==> src/rtl/fft_frame_sequencer_if.sv <==
// Command and status bundle between the register decode, the capture/FFT
// datapath and the frame sequencer.
interface fft_frame_sequencer_if #(
    parameter int NUM_CH = 4
);
    logic              start;
    logic              abort;
    logic              continuous;
    logic              irq_clear;
    logic              cap_ready_async;
    logic [NUM_CH-1:0] fft_done;

    logic              go;
    logic              busy;
    logic              irq;
    logic [2:0]        state;
    logic [15:0]       frame_count;
    logic [1:0]        err;
    logic [NUM_CH-1:0] done_mask;

    modport master (
        output start, abort, continuous, irq_clear, cap_ready_async, fft_done,
        input  go, busy, irq, state, frame_count, err, done_mask
    );

    modport slave (
        input  start, abort, continuous, irq_clear, cap_ready_async, fft_done,
        output go, busy, irq, state, frame_count, err, done_mask
    );
endinterface

==> src/rtl/fft_frame_sequencer.sv <==
// Frame-level controller for the microphone capture + FFT path: stretches the
// start command into go, tracks capture/FFT completion, counts frames, raises irq.
//
// state     | meaning
// ----------+------------------------------------------------------------
// IDLE    0 | waiting for start
// ARM     1 | go held high for the stretch, then wait for capture to leave READ
// CAPTURE 2 | waiting for rising edge of the synchronized ready level
// FFT     3 | collecting per-channel done pulses into done_mask
// DONE    4 | one cycle: irq set, frame_count incremented
// GAP     5 | idle spacing before auto re-arm in continuous mode
// ERROR   6 | timeout; err held until start or abort
module fft_frame_sequencer #(
    parameter int NUM_CH         = 4,
    parameter int STRETCH_CYCLES = 17,
    parameter int CAP_TIMEOUT    = 2_500_000,
    parameter int FFT_TIMEOUT    = 65_536,
    parameter int FRAME_GAP      = 64
) (
    input logic                   clk,
    input logic                   rst_n,
    fft_frame_sequencer_if.slave  bus
);

    typedef enum logic [2:0] {
        S_IDLE    = 3'd0,
        S_ARM     = 3'd1,
        S_CAPTURE = 3'd2,
        S_FFT     = 3'd3,
        S_DONE    = 3'd4,
        S_GAP     = 3'd5,
        S_ERROR   = 3'd6
    } state_t;

    localparam int SMAX = (STRETCH_CYCLES > FRAME_GAP) ? STRETCH_CYCLES : FRAME_GAP;
    localparam int TMAX = (CAP_TIMEOUT > FFT_TIMEOUT) ? CAP_TIMEOUT : FFT_TIMEOUT;
    localparam int SW   = $clog2(SMAX + 1);
    localparam int TW   = $clog2(TMAX + 1);

    localparam logic [SW-1:0] STRETCH_LOAD = SW'(STRETCH_CYCLES);
    localparam logic [SW-1:0] GAP_LOAD     = SW'(FRAME_GAP - 1);
    localparam logic [SW-1:0] S_ONE        = SW'(1);
    localparam logic [TW-1:0] CAP_LOAD     = TW'(CAP_TIMEOUT - 1);
    localparam logic [TW-1:0] FFT_LOAD     = TW'(FFT_TIMEOUT - 1);
    localparam logic [TW-1:0] T_ONE        = TW'(1);

    state_t            state_q, state_d;
    logic [SW-1:0]     cnt_q, cnt_d;
    logic [TW-1:0]     tmo_q, tmo_d;
    logic [NUM_CH-1:0] mask_q, mask_d;
    logic [NUM_CH-1:0] mask_or;
    logic [1:0]        err_q, err_d;
    logic [15:0]       fc_q, fc_d;
    logic              irq_q, irq_d;
    logic              go_q, go_d;
    logic              busy_q, busy_d;
    logic              irq_set;
    logic              arm;

    // [0],[1] synchronize the SCK-domain ready level, [2] delays it for edge detect
    logic [2:0] sync_q;
    logic       ready_s;
    logic       ready_rise;

    assign ready_s    = sync_q[1];
    assign ready_rise = sync_q[1] & ~sync_q[2];
    assign mask_or    = mask_q | bus.fft_done;

    always_ff @(posedge clk) begin
        if (!rst_n) begin
            sync_q <= 3'b000;
        end else begin
            sync_q <= {sync_q[1], sync_q[0], bus.cap_ready_async};
        end
    end

    always_ff @(posedge clk) begin
        if (!rst_n) begin
            state_q <= S_IDLE;
            cnt_q   <= '0;
            tmo_q   <= '0;
            mask_q  <= '0;
            err_q   <= 2'd0;
            fc_q    <= 16'd0;
            irq_q   <= 1'b0;
            go_q    <= 1'b0;
            busy_q  <= 1'b0;
        end else begin
            state_q <= state_d;
            cnt_q   <= cnt_d;
            tmo_q   <= tmo_d;
            mask_q  <= mask_d;
            err_q   <= err_d;
            fc_q    <= fc_d;
            irq_q   <= irq_d;
            go_q    <= go_d;
            busy_q  <= busy_d;
        end
    end

    always_comb begin
        state_d = state_q;
        cnt_d   = cnt_q;
        tmo_d   = tmo_q;
        mask_d  = mask_q;
        err_d   = err_q;
        fc_d    = fc_q;
        irq_set = 1'b0;
        arm     = 1'b0;

        if (bus.abort) begin
            state_d = S_IDLE;
            cnt_d   = '0;
            tmo_d   = '0;
            mask_d  = '0;
            err_d   = 2'd0;
        end else begin
            case (state_q)
                S_IDLE: begin
                    if (bus.start) arm = 1'b1;
                end
                S_ARM: begin
                    if (cnt_q != '0) cnt_d = cnt_q - S_ONE;
                    // Timeout only runs while capture is still parked with ready high
                    if (!ready_s) begin
                        tmo_d = CAP_LOAD;
                        if (cnt_q == '0) state_d = S_CAPTURE;
                    end else if (tmo_q == '0) begin
                        state_d = S_ERROR;
                        err_d   = 2'd1;
                        irq_set = 1'b1;
                    end else begin
                        tmo_d = tmo_q - T_ONE;
                    end
                end
                S_CAPTURE: begin
                    if (ready_rise) begin
                        state_d = S_FFT;
                        tmo_d   = FFT_LOAD;
                    end else if (tmo_q == '0) begin
                        state_d = S_ERROR;
                        err_d   = 2'd1;
                        irq_set = 1'b1;
                    end else begin
                        tmo_d = tmo_q - T_ONE;
                    end
                end
                S_FFT: begin
                    mask_d = mask_or;
                    if (&mask_or) begin
                        state_d = S_DONE;
                    end else if (tmo_q == '0) begin
                        state_d = S_ERROR;
                        err_d   = 2'd2;
                        irq_set = 1'b1;
                    end else begin
                        tmo_d = tmo_q - T_ONE;
                    end
                end
                S_DONE: begin
                    fc_d    = fc_q + 16'd1;
                    irq_set = 1'b1;
                    if (bus.continuous) begin
                        state_d = S_GAP;
                        cnt_d   = GAP_LOAD;
                    end else begin
                        state_d = S_IDLE;
                    end
                end
                S_GAP: begin
                    if (!bus.continuous) state_d = S_IDLE;
                    else if (cnt_q == '0) arm = 1'b1;
                    else cnt_d = cnt_q - S_ONE;
                end
                S_ERROR: begin
                    if (bus.start) arm = 1'b1;
                end
                default: state_d = S_IDLE;
            endcase

            if (arm) begin
                state_d = S_ARM;
                cnt_d   = STRETCH_LOAD;
                tmo_d   = CAP_LOAD;
                mask_d  = '0;
                err_d   = 2'd0;
            end
        end

        // A set in the same cycle as a clear wins
        irq_d  = irq_set ? 1'b1 : (bus.irq_clear ? 1'b0 : irq_q);
        go_d   = (state_d == S_ARM) && (cnt_d != '0);
        busy_d = !((state_d == S_IDLE) || (state_d == S_ERROR));
    end

    assign bus.go          = go_q;
    assign bus.busy        = busy_q;
    assign bus.irq         = irq_q;
    assign bus.state       = state_q;
    assign bus.frame_count = fc_q;
    assign bus.err         = err_q;
    assign bus.done_mask   = mask_q;

endmodule
==> src/flat_wrapper.sv <==
// flat-port wrapper written by rule: the top's interface ports become plain ports
module fft_frame_sequencer_flat 
#(
    parameter int NUM_CH         = 4,
    parameter int STRETCH_CYCLES = 17,
    parameter int CAP_TIMEOUT    = 2_500_000,
    parameter int FFT_TIMEOUT    = 65_536,
    parameter int FRAME_GAP      = 64
)
  (clk, rst_n, bus_start, bus_abort, bus_continuous, bus_irq_clear, bus_cap_ready_async, bus_fft_done, bus_go, bus_busy, bus_irq, bus_state, bus_frame_count, bus_err, bus_done_mask);
  fft_frame_sequencer_if #(.NUM_CH(NUM_CH)) bus_i ();
  input logic clk;
  input logic rst_n;
  input wire logic [$bits(bus_i.start)-1:0] bus_start;
  input wire logic [$bits(bus_i.abort)-1:0] bus_abort;
  input wire logic [$bits(bus_i.continuous)-1:0] bus_continuous;
  input wire logic [$bits(bus_i.irq_clear)-1:0] bus_irq_clear;
  input wire logic [$bits(bus_i.cap_ready_async)-1:0] bus_cap_ready_async;
  input wire logic [$bits(bus_i.fft_done)-1:0] bus_fft_done;
  output wire logic [$bits(bus_i.go)-1:0] bus_go;
  output wire logic [$bits(bus_i.busy)-1:0] bus_busy;
  output wire logic [$bits(bus_i.irq)-1:0] bus_irq;
  output wire logic [$bits(bus_i.state)-1:0] bus_state;
  output wire logic [$bits(bus_i.frame_count)-1:0] bus_frame_count;
  output wire logic [$bits(bus_i.err)-1:0] bus_err;
  output wire logic [$bits(bus_i.done_mask)-1:0] bus_done_mask;
  assign bus_i.start = bus_start;
  assign bus_i.abort = bus_abort;
  assign bus_i.continuous = bus_continuous;
  assign bus_i.irq_clear = bus_irq_clear;
  assign bus_i.cap_ready_async = bus_cap_ready_async;
  assign bus_i.fft_done = bus_fft_done;
  assign bus_go = bus_i.go;
  assign bus_busy = bus_i.busy;
  assign bus_irq = bus_i.irq;
  assign bus_state = bus_i.state;
  assign bus_frame_count = bus_i.frame_count;
  assign bus_err = bus_i.err;
  assign bus_done_mask = bus_i.done_mask;
  fft_frame_sequencer #(.NUM_CH(NUM_CH), .STRETCH_CYCLES(STRETCH_CYCLES), .CAP_TIMEOUT(CAP_TIMEOUT), .FFT_TIMEOUT(FFT_TIMEOUT), .FRAME_GAP(FRAME_GAP)) u_core (.clk(clk), .rst_n(rst_n), .bus(bus_i));
endmodule
==> config.mk <==
export PLATFORM = sky130hd
export DESIGN_NAME = fft_frame_sequencer_flat
export DESIGN_NICKNAME = d
export VERILOG_FILES = /design/src/rtl/fft_frame_sequencer_if.sv /design/src/rtl/fft_frame_sequencer.sv /design/src/flat_wrapper.sv
export SDC_FILE = /design/constraint.sdc
export NUM_CORES = 1
export LEC_CHECK = 0
export BUFFER_PORTS_ARGS = -buffer_cell sky130_fd_sc_hd__buf_4
export CAP_MARGIN = 20
export CORE_MARGIN = 10
export CORE_UTILIZATION = 55
export CTS_CLUSTER_SIZE = 16
export DETAILED_ROUTE_END_ITERATION = 6
export PLACE_DENSITY = 0.74
export RECOVER_POWER = 50
export SETUP_SLACK_MARGIN = 0.15
export SLEW_MARGIN = 15
export SYNTH_ARGS = -nofsm -noshare
export SYNTH_HDL_FRONTEND = slang
export SYNTH_SLANG_ARGS = --single-unit
==> constraint.sdc <==
create_clock -name clk -period 3.63 [get_ports clk]
set_input_delay 0 -clock clk [delete_from_list [all_inputs] [get_ports clk]]
set_output_delay 0 -clock clk [all_outputs]
set_load 0.02 [all_outputs]
======== Word level (Yosys, flattened, before mapping) ========
Index checks and enable logic that the tools add are counted.
cells by class
  bitwise gates (word level) .............. 5
  $add $sub $neg .......................... 3
  reductions and logical operators ........ 20
  mux-type cells .......................... 42
  equal/unequal tests ..................... 13
operators by type and width
  cell                                                count
  two-way mux 22 bit                                  5
  one-hot mux 22 bit (3 select lines)                 1
  two-way mux 7 bit                                   6
  two-way mux 3 bit                                   9
  zero test 22 bit                                    1
  subtractor 22 x 1 -> 22 bit, second input constant  1
  one-hot mux 7 bit (3 select lines)                  1
  one-hot mux 3 bit (6 select lines)                  1
  adder 16 x 1 -> 16 bit, second input constant       1
  nonzero test 7 bit                                  2
  == test 3 bit, second input constant                4
  two-way mux 1 bit                                   11
  two-way mux 2 bit                                   5
  zero test 7 bit                                     1
  subtractor 7 x 1 -> 7 bit, second input constant    1
  == test 3 x 1 -> 1 bit, second input constant       2
  == test 3 x 2 -> 1 bit, second input constant       2
  zero test 3 bit                                     2
  one-hot mux 2 bit (3 select lines)                  1
  AND reduction 2 bit                                 3
  AND reduction 5 bit                                 1
  != test 2 x 1 -> 1 bit, second input constant       2
  != test 2 bit, second input constant                2
  bitwise OR 4 bit                                    1
  14 further kinds                                    17
storage, ports and cells
  bits of input ports ..................... 11
  output and inout bits ................... 28
  logic and storage cells ................. 94
  register bits ........................... 60

======== Depth between registers and ports, before layout ========
Gate-level depths: netlist (run 1).
  depth in word-level cells ............... 10
  mapped depth ............................ 9
  depth with buffers taken out ............ 8

======== Worst setup path before layout (run 1) ========
OpenSTA, ideal clock, no wires.
  kind .................................... register to register
  from .................................... reg u_core.cnt_q[0]
  to ...................................... reg u_core.go_q (netlist: u_core.bus.go)
  buffers on the path ..................... 0
  library setup time ...................... 0.116 ns
  clock period less this slack ............ 2.235 ns
  cell stages (with the launch flop) ...... 9
  data required time ...................... 3.514 ns
  arrival ................................. 2.118 ns
  setup slack ............................. 1.395 ns
  cells stage by stage .................... dfxtp_1 inv_1 ha_1 nor4b_4 nand4_4 nand3b_4 a311oi_1 or4b_1 o211a_1
between the ends
  cells in the longest elaborated chain, start to end .. 9
  elaborated cells between the ends (all ways) .. 22
  those cells by class .................... add/sub: 1; eq/ne: 1; mux: 16; reduce/logical: 4
RTL lines
  element                                                                            RTL line                    RTL
  from (decl)                                                                        fft_frame_sequencer.sv:48   logic [SW-1:0] cnt_q, cnt_d;
  from (signal assigned)                                                             fft_frame_sequencer.sv:90   cnt_q <= cnt_d;
  parallel branches: the longest is 8 deep, another holds subtractor 7 x 1 -> 7 bit  --
  logical AND 1 bit (*)                                                              fft_frame_sequencer.sv:192  go_d = (state_d == S_ARM) && (cnt_d != '0);
  to (signal assigned)                                                               fft_frame_sequencer.sv:96   go_q <= go_d;
  to (decl)                                                                          fft_frame_sequencer.sv:55   logic go_q, go_d;
Mark *: on every way between the ends. The select of a mux whose other input is x is not followed.
A chain may end at the register's enable or synchronous reset.

======== Final worst setup path (run 1) ========
  from .................................... reg u_core.state_q[2] (netlist: u_core.bus.state[2])
  to ...................................... reg u_core.fc_q[13] (netlist: u_core.bus.frame_count[13])
between the ends
  cells in the longest elaborated chain, start to end .. 2
RTL lines
  element                        RTL line                    RTL
  from (decl)                    fft_frame_sequencer.sv:47   state_t state_q, state_d;
  from (signal assigned)         fft_frame_sequencer.sv:89   state_q <= state_d;
  == test 3 bit                  fft_frame_sequencer.sv:118  case (state_q)
  AND reduction 2 bit (no line)  --
  to (signal assigned)           fft_frame_sequencer.sv:84   fc_q <= 16'd0;
  to (signal assigned)           fft_frame_sequencer.sv:94   fc_q <= fc_d;
  to (decl)                      fft_frame_sequencer.sv:53   logic [15:0] fc_q, fc_d;
No other way between the ends.

==> flow_summary.rst, run 1 <==
.. list-table::
   :header-rows: 1

   * - Metric
     - Value
   * - Die extent in x
     - 99.5 um
   * - Number of remaining DRC errors
     - 0
   * - Register clock-pin slew on the reported worst setup and hold paths
     - 0.07 ns
   * - HPWL reported at the end of detailed placement
     - 6340 um
   * - Post-Place Setup Slack
     - 0.961 ns
   * - Required time worst endpoint
     - 3.90 ns
   * - Register-to-Register Setup Slack
     - 0.71 ns
   * - Port bufs
     - 38
   * - H-tree levels
     - 3
   * - Total of endpoints with negative setup slack in the final report
     - 0
   * - Detailed-route wire length
     - 8910 um
   * - Largest vdd supply drop
     - 0.000340 V
   * - Final Hold Vio Count
     - 0
   * - Sequential Area
     - 1200 sq um
   * - Critical path, cell by cell
     - inv_2, nor4_1, nand4_1, or3_1, a21boi_0
   * - Most frequent cells after synthesis
     - sky130_fd_sc_hd__dfxtp_1 (60), sky130_fd_sc_hd__a21oi_1 (35), sky130_fd_sc_hd__nor2_1 (30)
   * - Growth of design area from synthesis to finish
     - 12.2%
   * - Most used flip-flop cell after synthesis
     - sky130_fd_sc_hd__dfxtp_1
   * - R2R Path End
     - u_core.bus.frame_count[13]
   * - Synthesized Nets
     - 420
   * - Final period util
     - 0.805
   * - Unique masters post-synth
     - 77
   * - Number of inserted diodes
     - 0
   * - Number of nets still failing antenna checks after routing
     - 0
   * - Number of global-route vias before repair
     - 3075
   * - TritonCTS clock tree
     - built
   * - Worst-case reg-to-reg path depth
     - 5
   * - Hold path startpoint
     - rst_n
   * - Setup TNS after final layout
     - 0 ns
   * - Std cell rows
     - 28
   * - Most repeated cell in the gate-level netlist after synthesis
     - sky130_fd_sc_hd__dfxtp_1
   * - Clk Latency, worst-skew pair
     - 0.35 ns
   * - Max-slew violation count
     - 0
   * - Metal2 WL
     - 3800 um
   * - Number of nets in the layout
     - 459
   * - # clock sinks
     - 60
   * - Maximum fanout along the worst path
     - 14
   * - Max Cap Violations
     - 0
   * - Nature of the critical path startpoint
     - flop
   * - Avg Cell Area, Syn
     - 8.59 sq um
   * - Antenna violations before repair
     - 0
   * - Clock buffers created by TritonCTS
     - 9
   * - Initial cell density of the core
     - 0.577
   * - Ratio of cells with drive above 1 in the final layout
     - 0.116
   * - Count of TritonRoute iterations in the first routing pass
     - 5
   * - Routed length on met3
     - 720 um
   * - Critical path class
     - reg2reg
   * - Highest layer used for signal routing
     - met4
   * - Setup repair after global routing missed its margin
     - false
   * - Height of the chip
     - 99.5 um
   * - Fmax achieved
     - 342 MHz
   * - CP arrival
     - 3.19 ns
   * - Total routing usage reported by global routing
     - 0.180
   * - Boundary pin count
     - 39
   * - Run status
     - complete, no violations
   * - Final min period
     - 2.92 ns
   * - Total grt overflow
     - 0
   * - Count of instances resized after the clock tree is built
     - 0
   * - Area share of the leading cell type in the synthesized netlist
     - 0.345
   * - Final setup margin
     - 0.710 ns
   * - Measured slew at the worst slew-check pin
     - 1.02 ns
   * - Area used by multi-input combinational logic
     - 2070 sq um
   * - Slew Limit Headroom
     - 0.315
   * - Pin count of the biggest net entering global routing
     - 27
   * - Min-Delay Path Depth
     - 2
   * - Number of enable flip-flop cells after synthesis
     - 0
   * - Largest stage delay, worst path
     - 0.90 ns
   * - Clock skew
     - 0.00970 ns
   * - Vias per cell
     - 6.30
   * - Path category of the worst min-delay check
     - in2reg
   * - Root buf cell
     - sky130_fd_sc_hd__clkbuf_8
   * - Number of buffers on the longest clock path
     - 2
   * - Core Area
     - 6030 sq um
   * - End of the worst hold path
     - u_core.bus.irq
   * - R2r startpoint
     - u_core.bus.state[2]
   * - Die area
     - 9900 sq um
   * - Yosys Warn Count
     - 0
   * - Master of the slowest instance on the critical path
     - sky130_fd_sc_hd__nor4_1
   * - Post-detailed-route wirelength per cell
     - 17.0 um
   * - Portion of the post-synthesis area used by sequential elements
     - 0.345
   * - Synthesized netlist cell count
     - 405
   * - FF+latch count, synth
     - 60
   * - Total routed wire length on the met1 layer
     - 4230 um
   * - First-pass GRT wire length
     - 15000 um
   * - Cell accounting for the most synthesized area
     - sky130_fd_sc_hd__dfxtp_1
   * - Quantity of hold-fixing buffers added after cts
     - 5
   * - Synth Cell Area
     - 3480 sq um
   * - Share of flip-flops with an asynchronous set or reset after synthesis
     - 0
   * - Number of DRC markers after the initial detailed-route iteration
     - 324
   * - Cell Pwr Density
     - 430 nW/um^2
   * - CP endpoint kind
     - flop
   * - Number of filler cells placed in the layout
     - 558
   * - Gp weighted congestion
     - 0.895
   * - Number of setup buffers added after CTS
     - 0
   * - Cells taking the most area after synthesis
     - sky130_fd_sc_hd__dfxtp_1 (35%), sky130_fd_sc_hd__a21oi_1 (5.0%), sky130_fd_sc_hd__and2_1 (3.2%)
   * - Via Count
     - 3303
   * - Post-route core utilization
     - 0.648
   * - Leakage Power
     - 1.36 nW
[logic make-up (layout without fill, tap and decap cells)]
group,Yosys count,after routing,synth area share
buf+inv,29,73,0.0500
xor+xnor,19,19,0.0479
flops,60,60,0.345
fa+ha+maj,4,4,0.0144
compound gates,110,110,0.212
mux,5,5,0.0155
simple gates,178,178,0.315
[cells in the final DEF, fill, tap and decap left out, types with 12 or more instances in the layout]
master / synthesis / layout
sky130_fd_sc_hd__dfxtp_1: 60 / 60
sky130_fd_sc_hd__a21oi_1: 35 / 35
sky130_fd_sc_hd__nor2_1: 30 / 30
sky130_fd_sc_hd__clkbuf_1: 6 / 28
sky130_fd_sc_hd__nand2_1: 20 / 20
sky130_fd_sc_hd__o21ai_0: 18 / 18
sky130_fd_sc_hd__nand3_1: 15 / 15
sky130_fd_sc_hd__nor3_1: 14 / 14
sky130_fd_sc_hd__and2_1: 18 / 13
sky130_fd_sc_hd__nor4_1: 11 / 12
[layer usage]
layer  vias to the layer above  global-route usage
met5                         -                   0
met4                         0              0.0650
met3                        15              0.0547
met2                       154               0.255
met1                      1538               0.250
li1                       1596                   -
[state kept, by name (all words and copies together) (netlist names)]
register / cells
u_core.bus.busy: 1
u_core.bus.done_mask: 4
u_core.bus.err: 2
u_core.bus.frame_count: 16
u_core.bus.go: 1
u_core.bus.irq: 1
u_core.bus.state: 3
u_core.cnt_q: 7
u_core.sync_q: 3
u_core.tmo_q: 22
[worst max-delay path: cells and delay by family (launching register included)]
kind | cells | cell delay, ns
AO/OA/AOI/OAI | 1 | 0.16
buffers and inverters | 1 | 0.14
flip-flops | 1 | 0.62
AND/OR/NAND/NOR | 3 | 1.93
[worst max path at each step]
stage,slack [ns],cells after the start,end,start
after global routing,0.40,6,u_core.bus.frame_count[15],u_core.bus.state[2]
final,0.71,5,u_core.bus.frame_count[13],u_core.bus.state[2]
after global placement,1.03,6,u_core.bus.busy,u_core.bus.state[0]
after CTS,0.93,6,u_core.bus.busy,u_core.bus.state[0]
after floorplan,1.40,8,u_core.bus.go,u_core.cnt_q[0]
after detailed placement,0.96,6,u_core.bus.busy,u_core.bus.state[0]
[cell type report]
cell class              count  share of cell area
multi-input cells         316               0.530
flip-flops and latches     60               0.308
repair buffers             45              0.0628
clock buffers              10              0.0353
clock inverters             6              0.0285
well taps                  75              0.0240
inverters                  12              0.0115
[per-stage QoR]
| stage | hold slack, ns | total power [mW] | instances | area, sq um |
|---|---|---|---|---|
| 2_1_floorplan | 0.127 | 0.873 | 405 | 3480 |
| 3_3_place_gp | 0.217 | 0.927 | 503 | 3740 |
| 3_5_place_dp | 0.220 | 0.930 | 503 | 3740 |
| 4_1_cts | 0.00891 | 1.68 | 524 | 4040 |
| 5_1_grt | 0.0209 | 1.74 | 524 | 3900 |
| 6_report | 0.0143 | 1.68 | 524 | 3900 |
[report_power, final]
group          total [mW]  switching (mW)  internal [mW]
logic               0.232           0.140         0.0916
registers           0.691          0.0194          0.672
clock network       0.753           0.279          0.475
(Power assumes the default switching activity.)
==> run 2, diff against run 1 <==
--- a/config.mk
+++ b/config.mk
@@ -5,13 +5,14 @@
 export SDC_FILE = /design/constraint.sdc
 export NUM_CORES = 1
 export LEC_CHECK = 0
+export ABC_AREA = 1
 export BUFFER_PORTS_ARGS = -buffer_cell sky130_fd_sc_hd__buf_4
 export CAP_MARGIN = 20
 export CORE_MARGIN = 10
 export CORE_UTILIZATION = 55
 export CTS_CLUSTER_SIZE = 16
 export DETAILED_ROUTE_END_ITERATION = 6
-export PLACE_DENSITY = 0.74
+export PLACE_DENSITY = 0.73
 export RECOVER_POWER = 50
 export SETUP_SLACK_MARGIN = 0.15
 export SLEW_MARGIN = 15
==> constraint.sdc (replaced) <==
create_clock -name clk -period 3 [get_ports clk]
set_input_delay 0 -clock clk [delete_from_list [all_inputs] [get_ports clk]]
set_output_delay 0 -clock clk [all_outputs]
set_load 0.02 [all_outputs]
==> flow_summary.rst, run 2 <==
.. list-table::
   :header-rows: 1

   * - Metric
     - Value
   * - Initial cell density of the core
     - 0.566 (was 0.577)
   * - Die area
     - 10800 sq um (was 9900 sq um)
   * - Final Hold Vio Count
     - 0 (unchanged)
   * - Master of the slowest instance on the critical path
     - sky130_fd_sc_hd__dfxtp_1 (was sky130_fd_sc_hd__nor4_1)
   * - Required time worst endpoint
     - 3.24 ns (was 3.90 ns)
   * - Number of remaining DRC errors
     - 0 (unchanged)
   * - First-pass GRT wire length
     - 17800 um (was 15000 um)
   * - Count of instances resized after the clock tree is built
     - 0 (unchanged)
   * - Synthesized netlist cell count
     - 599 (was 405)
   * - Total grt overflow
     - 0 (unchanged)
   * - Height of the chip
     - 104 um (was 99.5 um)
   * - Cell Pwr Density
     - 471 nW/um^2 (was 430 nW/um^2)
   * - Synth Cell Area
     - 3870 sq um (was 3480 sq um)
   * - Worst path top cell family by delay
     - simple AND/OR/NAND/NOR gates (unchanged)
   * - Path category of the worst min-delay check
     - in2reg (unchanged)
   * - Clk Latency, worst-skew pair
     - 0.35 ns (about the same)
   * - CP arrival
     - 2.57 ns (was 3.19 ns)
   * - Sequential share of power
     - 0.401 (was 0.412)
   * - Number of global-route vias before repair
     - 3772 (was 3075)
   * - Most common cell after layout, fill and taps aside
     - sky130_fd_sc_hd__nand2_1 (was sky130_fd_sc_hd__dfxtp_1)
   * - Clock skew
     - 0.0131 ns (was 0.00970 ns)
   * - Std cell rows
     - 30 (was 28)
   * - Yosys Warn Count
     - 0 (unchanged)
   * - Post-detailed-route wirelength per cell
     - 14.3 um (was 17.0 um)
   * - Boundary pin count
     - 39 (unchanged)
   * - Number of enable flip-flop cells after synthesis
     - 0 (unchanged)
   * - Number of DRC markers after the initial detailed-route iteration
     - 282 (was 324)
   * - Number of nets still failing antenna checks after routing
     - 0 (unchanged)
   * - Via Count
     - 4024 (was 3303)
   * - Max Cap Violations
     - 0 (unchanged)
   * - Unique masters post-synth
     - 44 (was 77)
   * - Max-slew violation count
     - 0 (unchanged)
   * - Growth of design area from synthesis to finish
     - 14.0% (was 12.2%)
   * - Post-route core utilization
     - 0.646 (was 0.648)
   * - Net switching component of the power
     - 630 uW (was 439 uW)
   * - Maximum fanout along the worst path
     - 10 (was 14)
   * - Clock network power share
     - 0.411 (was 0.449)
   * - Final period util
     - 0.776 (was 0.805)
   * - Most repeated cell in the gate-level netlist after synthesis
     - sky130_fd_sc_hd__nand2_1 (was sky130_fd_sc_hd__dfxtp_1)
   * - Critical path, cell by cell
     - nand3_4, nor2_1, inv_6, nor2_8, nand3_1, nor2_1, nand2_2, nor2_4, nand2_2, o21ai_1, nor2_1 (was inv_2, nor4_1, nand4_1, or3_1, a21boi_0)
   * - DP Area
     - 4240 sq um (was 3740 sq um)
   * - Slew Limit Headroom
     - 0.494 (was 0.315)
   * - Critical path class
     - reg2reg (unchanged)
   * - Total power consumption of the routed design
     - 2.08 mW (was 1.68 mW)
   * - Synthesized Nets
     - 614 (was 420)
   * - FF+latch count, synth
     - 60 (unchanged)
   * - Number of nets in the layout
     - 666 (was 459)
   * - Ratio of cells with drive above 1 in the final layout
     - 0.105 (was 0.116)
   * - Post-route cell area
     - 4410 sq um (was 3900 sq um)
   * - Share of flip-flops with an asynchronous set or reset after synthesis
     - 0 (unchanged)
   * - Gp weighted congestion
     - 0.928 (was 0.895)
   * - Pin count of the biggest net entering global routing
     - 19 (was 27)
   * - Setup TNS after final layout
     - 0 ns (unchanged)
   * - CP endpoint kind
     - flop (unchanged)
   * - Run status
     - complete, no violations (unchanged)
   * - Clock buffers created by TritonCTS
     - 9 (unchanged)
   * - Measured slew at the worst slew-check pin
     - 0.756 ns (was 1.02 ns)
   * - Number of inserted diodes
     - 0 (unchanged)
   * - Top library cells by usage in the layout, fill and taps aside
     - sky130_fd_sc_hd__nand2_1 (133), sky130_fd_sc_hd__inv_1 (92), sky130_fd_sc_hd__nor2_1 (80), sky130_fd_sc_hd__dfxtp_1 (60), sky130_fd_sc_hd__nand3_1 (49) (was sky130_fd_sc_hd__dfxtp_1 (60), sky130_fd_sc_hd__a21oi_1 (35), sky130_fd_sc_hd__nor2_1 (30), sky130_fd_sc_hd__clkbuf_1 (28), sky130_fd_sc_hd__nand2_1 (20))
   * - Vias per cell
     - 5.36 (was 6.30)
   * - Register with the highest flop count
     - u_core.tmo_q (unchanged)
   * - Nature of the critical path startpoint
     - flop (unchanged)
   * - Setup repair after global routing missed its margin
     - false (unchanged)
   * - Core Area
     - 6830 sq um (was 6030 sq um)
   * - Most frequent cells after synthesis
     - sky130_fd_sc_hd__nand2_1 (133), sky130_fd_sc_hd__inv_1 (92), sky130_fd_sc_hd__nor2_1 (77) (was sky130_fd_sc_hd__dfxtp_1 (60), sky130_fd_sc_hd__a21oi_1 (35), sky130_fd_sc_hd__nor2_1 (30))
   * - Register clock-pin slew on the reported worst setup and hold paths
     - 0.07 ns (about the same)
   * - Largest stage delay, worst path
     - 0.60 ns (was 0.90 ns)
   * - Cells taking the most area after synthesis
     - sky130_fd_sc_hd__dfxtp_1 (31%), sky130_fd_sc_hd__nand2_1 (13%), sky130_fd_sc_hd__inv_1 (8.9%) (was sky130_fd_sc_hd__dfxtp_1 (35%), sky130_fd_sc_hd__a21oi_1 (5.0%), sky130_fd_sc_hd__and2_1 (3.2%))
   * - Detailed-route wire length
     - 10700 um (was 8910 um)
   * - Cell accounting for the most synthesized area
     - sky130_fd_sc_hd__dfxtp_1 (unchanged)
   * - Largest register FFs
     - 22 (unchanged)
   * - Most used flip-flop cell after synthesis
     - sky130_fd_sc_hd__dfxtp_1 (unchanged)
   * - Switching Fraction
     - 0.303 (was 0.262)
   * - HPWL reported at the end of detailed placement
     - 8180 um (was 6340 um)
   * - TritonCTS clock tree
     - built (unchanged)
   * - Avg Cell Area, Syn
     - 6.46 sq um (was 8.59 sq um)
   * - Number of buffers on the longest clock path
     - 2 (unchanged)
   * - Cell-internal power
     - 1.45 mW (was 1.24 mW)
   * - Die extent in x
     - 104 um (was 99.5 um)
   * - Portion of the post-synthesis area used by sequential elements
     - 0.310 (was 0.345)
   * - Logic gate share of total power
     - 0.188 (was 0.138)
   * - Leakage Power
     - 2.05 nW (was 1.36 nW)
   * - Final min period
     - 2.33 ns (was 2.92 ns)
   * - Fmax achieved
     - 429 MHz (was 342 MHz)
   * - # clock sinks
     - 60 (unchanged)
   * - Antenna violations before repair
     - 0 (unchanged)
   * - Area share of the leading cell type in the synthesized netlist
     - 0.310 (was 0.345)
   * - Number of filler cells placed in the layout
     - 682 (was 558)
   * - Total routing usage reported by global routing
     - 0.196 (was 0.180)
   * - Count of TritonRoute iterations in the first routing pass
     - 5 (unchanged)
   * - Port bufs
     - 38 (unchanged)
   * - Largest vdd supply drop
     - 0.000250 V (was 0.000340 V)
   * - Root buf cell
     - sky130_fd_sc_hd__clkbuf_8 (unchanged)
   * - H-tree levels
     - 3 (unchanged)
   * - Total of endpoints with negative setup slack in the final report
     - 0 (unchanged)
   * - Crit path buf inv count
     - 1 (unchanged)
   * - Cell repeated most along the worst path
     - sky130_fd_sc_hd__nor2_1
==> run 2: cell count changes in the layout (fill, tap and decap cells not counted), sizes merged, moves of 13 or more <==
cell / delta
and2: -18
inv: +93
nand2: +123
nand3: +38
nand4: +13
nor2: +61
o21ai: +13
==> run 2: logic make-up after synthesis <==
group	share of synthesized area
AO/OA/AOI/OAI	0.128
XOR/XNOR	0.0226
adder cells (fa/ha/maj)	0.0129
buffers and inverters	0.117
flip-flops	0.310
AND/OR/NAND/NOR	0.409
==> run 2: cell type report <==
cell class | instances | area, sq um | share of cell area
clock buffers | 11 | 151 | 0.0343
repair buffers | 47 | 264 | 0.0598
clock inverters | 4 | 72.6 | 0.0164
inverters | 105 | 414 | 0.0939
flip-flops and latches | 60 | 1200 | 0.272
multi-input cells | 428 | 2190 | 0.496
well taps | 96 | 120 | 0.0272
==> run 2: routing by layer <==
layer  global-route usage  part of all wire  vias to the layer above  wire, um
li1                     -                 -                     2033         -
met1                0.238              0.43                     1839      4600
met2                0.335              0.49                      133      5290
met3               0.0440             0.064                       19       683
met4               0.0596             0.014                        0       155
met5                    0                 0                        -         0
==> run 2: power groups by stage <==
stage / clock [mW] / combinational [mW] / sequential [mW]
after floorplan: 0 / 0.283 / 0.848
after global placement: 0 / 0.373 / 0.851
after detailed placement: 0 / 0.377 / 0.851
after CTS: 0.857 / 0.387 / 0.833
after global routing: 0.894 / 0.437 / 0.836
final: 0.854 / 0.390 / 0.834
==> run 2: what timing repair did <==
action | 4_1_cts | 5_1_grt
buffers inserted | 0 | 0
endpoints found under the hold margin | 14 | 0
hold buffers | 8 | 0
==> run 2: per-stage QoR <==
| stage | instances | hold WS, ns | worst slack [ns] |
|---|---|---|---|
| 2_1_floorplan | 599 | 0.0976 | 1.23 |
| 3_3_place_gp | 728 | 0.190 | 0.956 |
| 3_5_place_dp | 728 | 0.188 | 0.871 |
| 4_1_cts | 751 | 0.00477 | 0.862 |
| 5_1_grt | 751 | 0.0266 | 0.429 |
| 6_report | 751 | 0.0172 | 0.672 |
==> run 2: path summary, 6_finish.rpt <==
check                      startpoint                          to  slack (ns)  depth (start not counted)
setup / recovery  u_core.bus.state[2]  u_core.bus.frame_count[11]        0.67                         11
hold reg to reg      u_core.sync_q[0]            u_core.sync_q[1]        0.42                          2
setup reg to reg  u_core.bus.state[2]  u_core.bus.frame_count[11]        0.67                         11
hold / removal              bus_abort              u_core.bus.irq        0.02                          3
==> run 2: tightest hold or removal path: stages <==
cell,delay (ns)
sky130_fd_sc_hd__buf_4,0.12
sky130_fd_sc_hd__nor2_1,0.05
sky130_fd_sc_hd__o21a_1,0.16
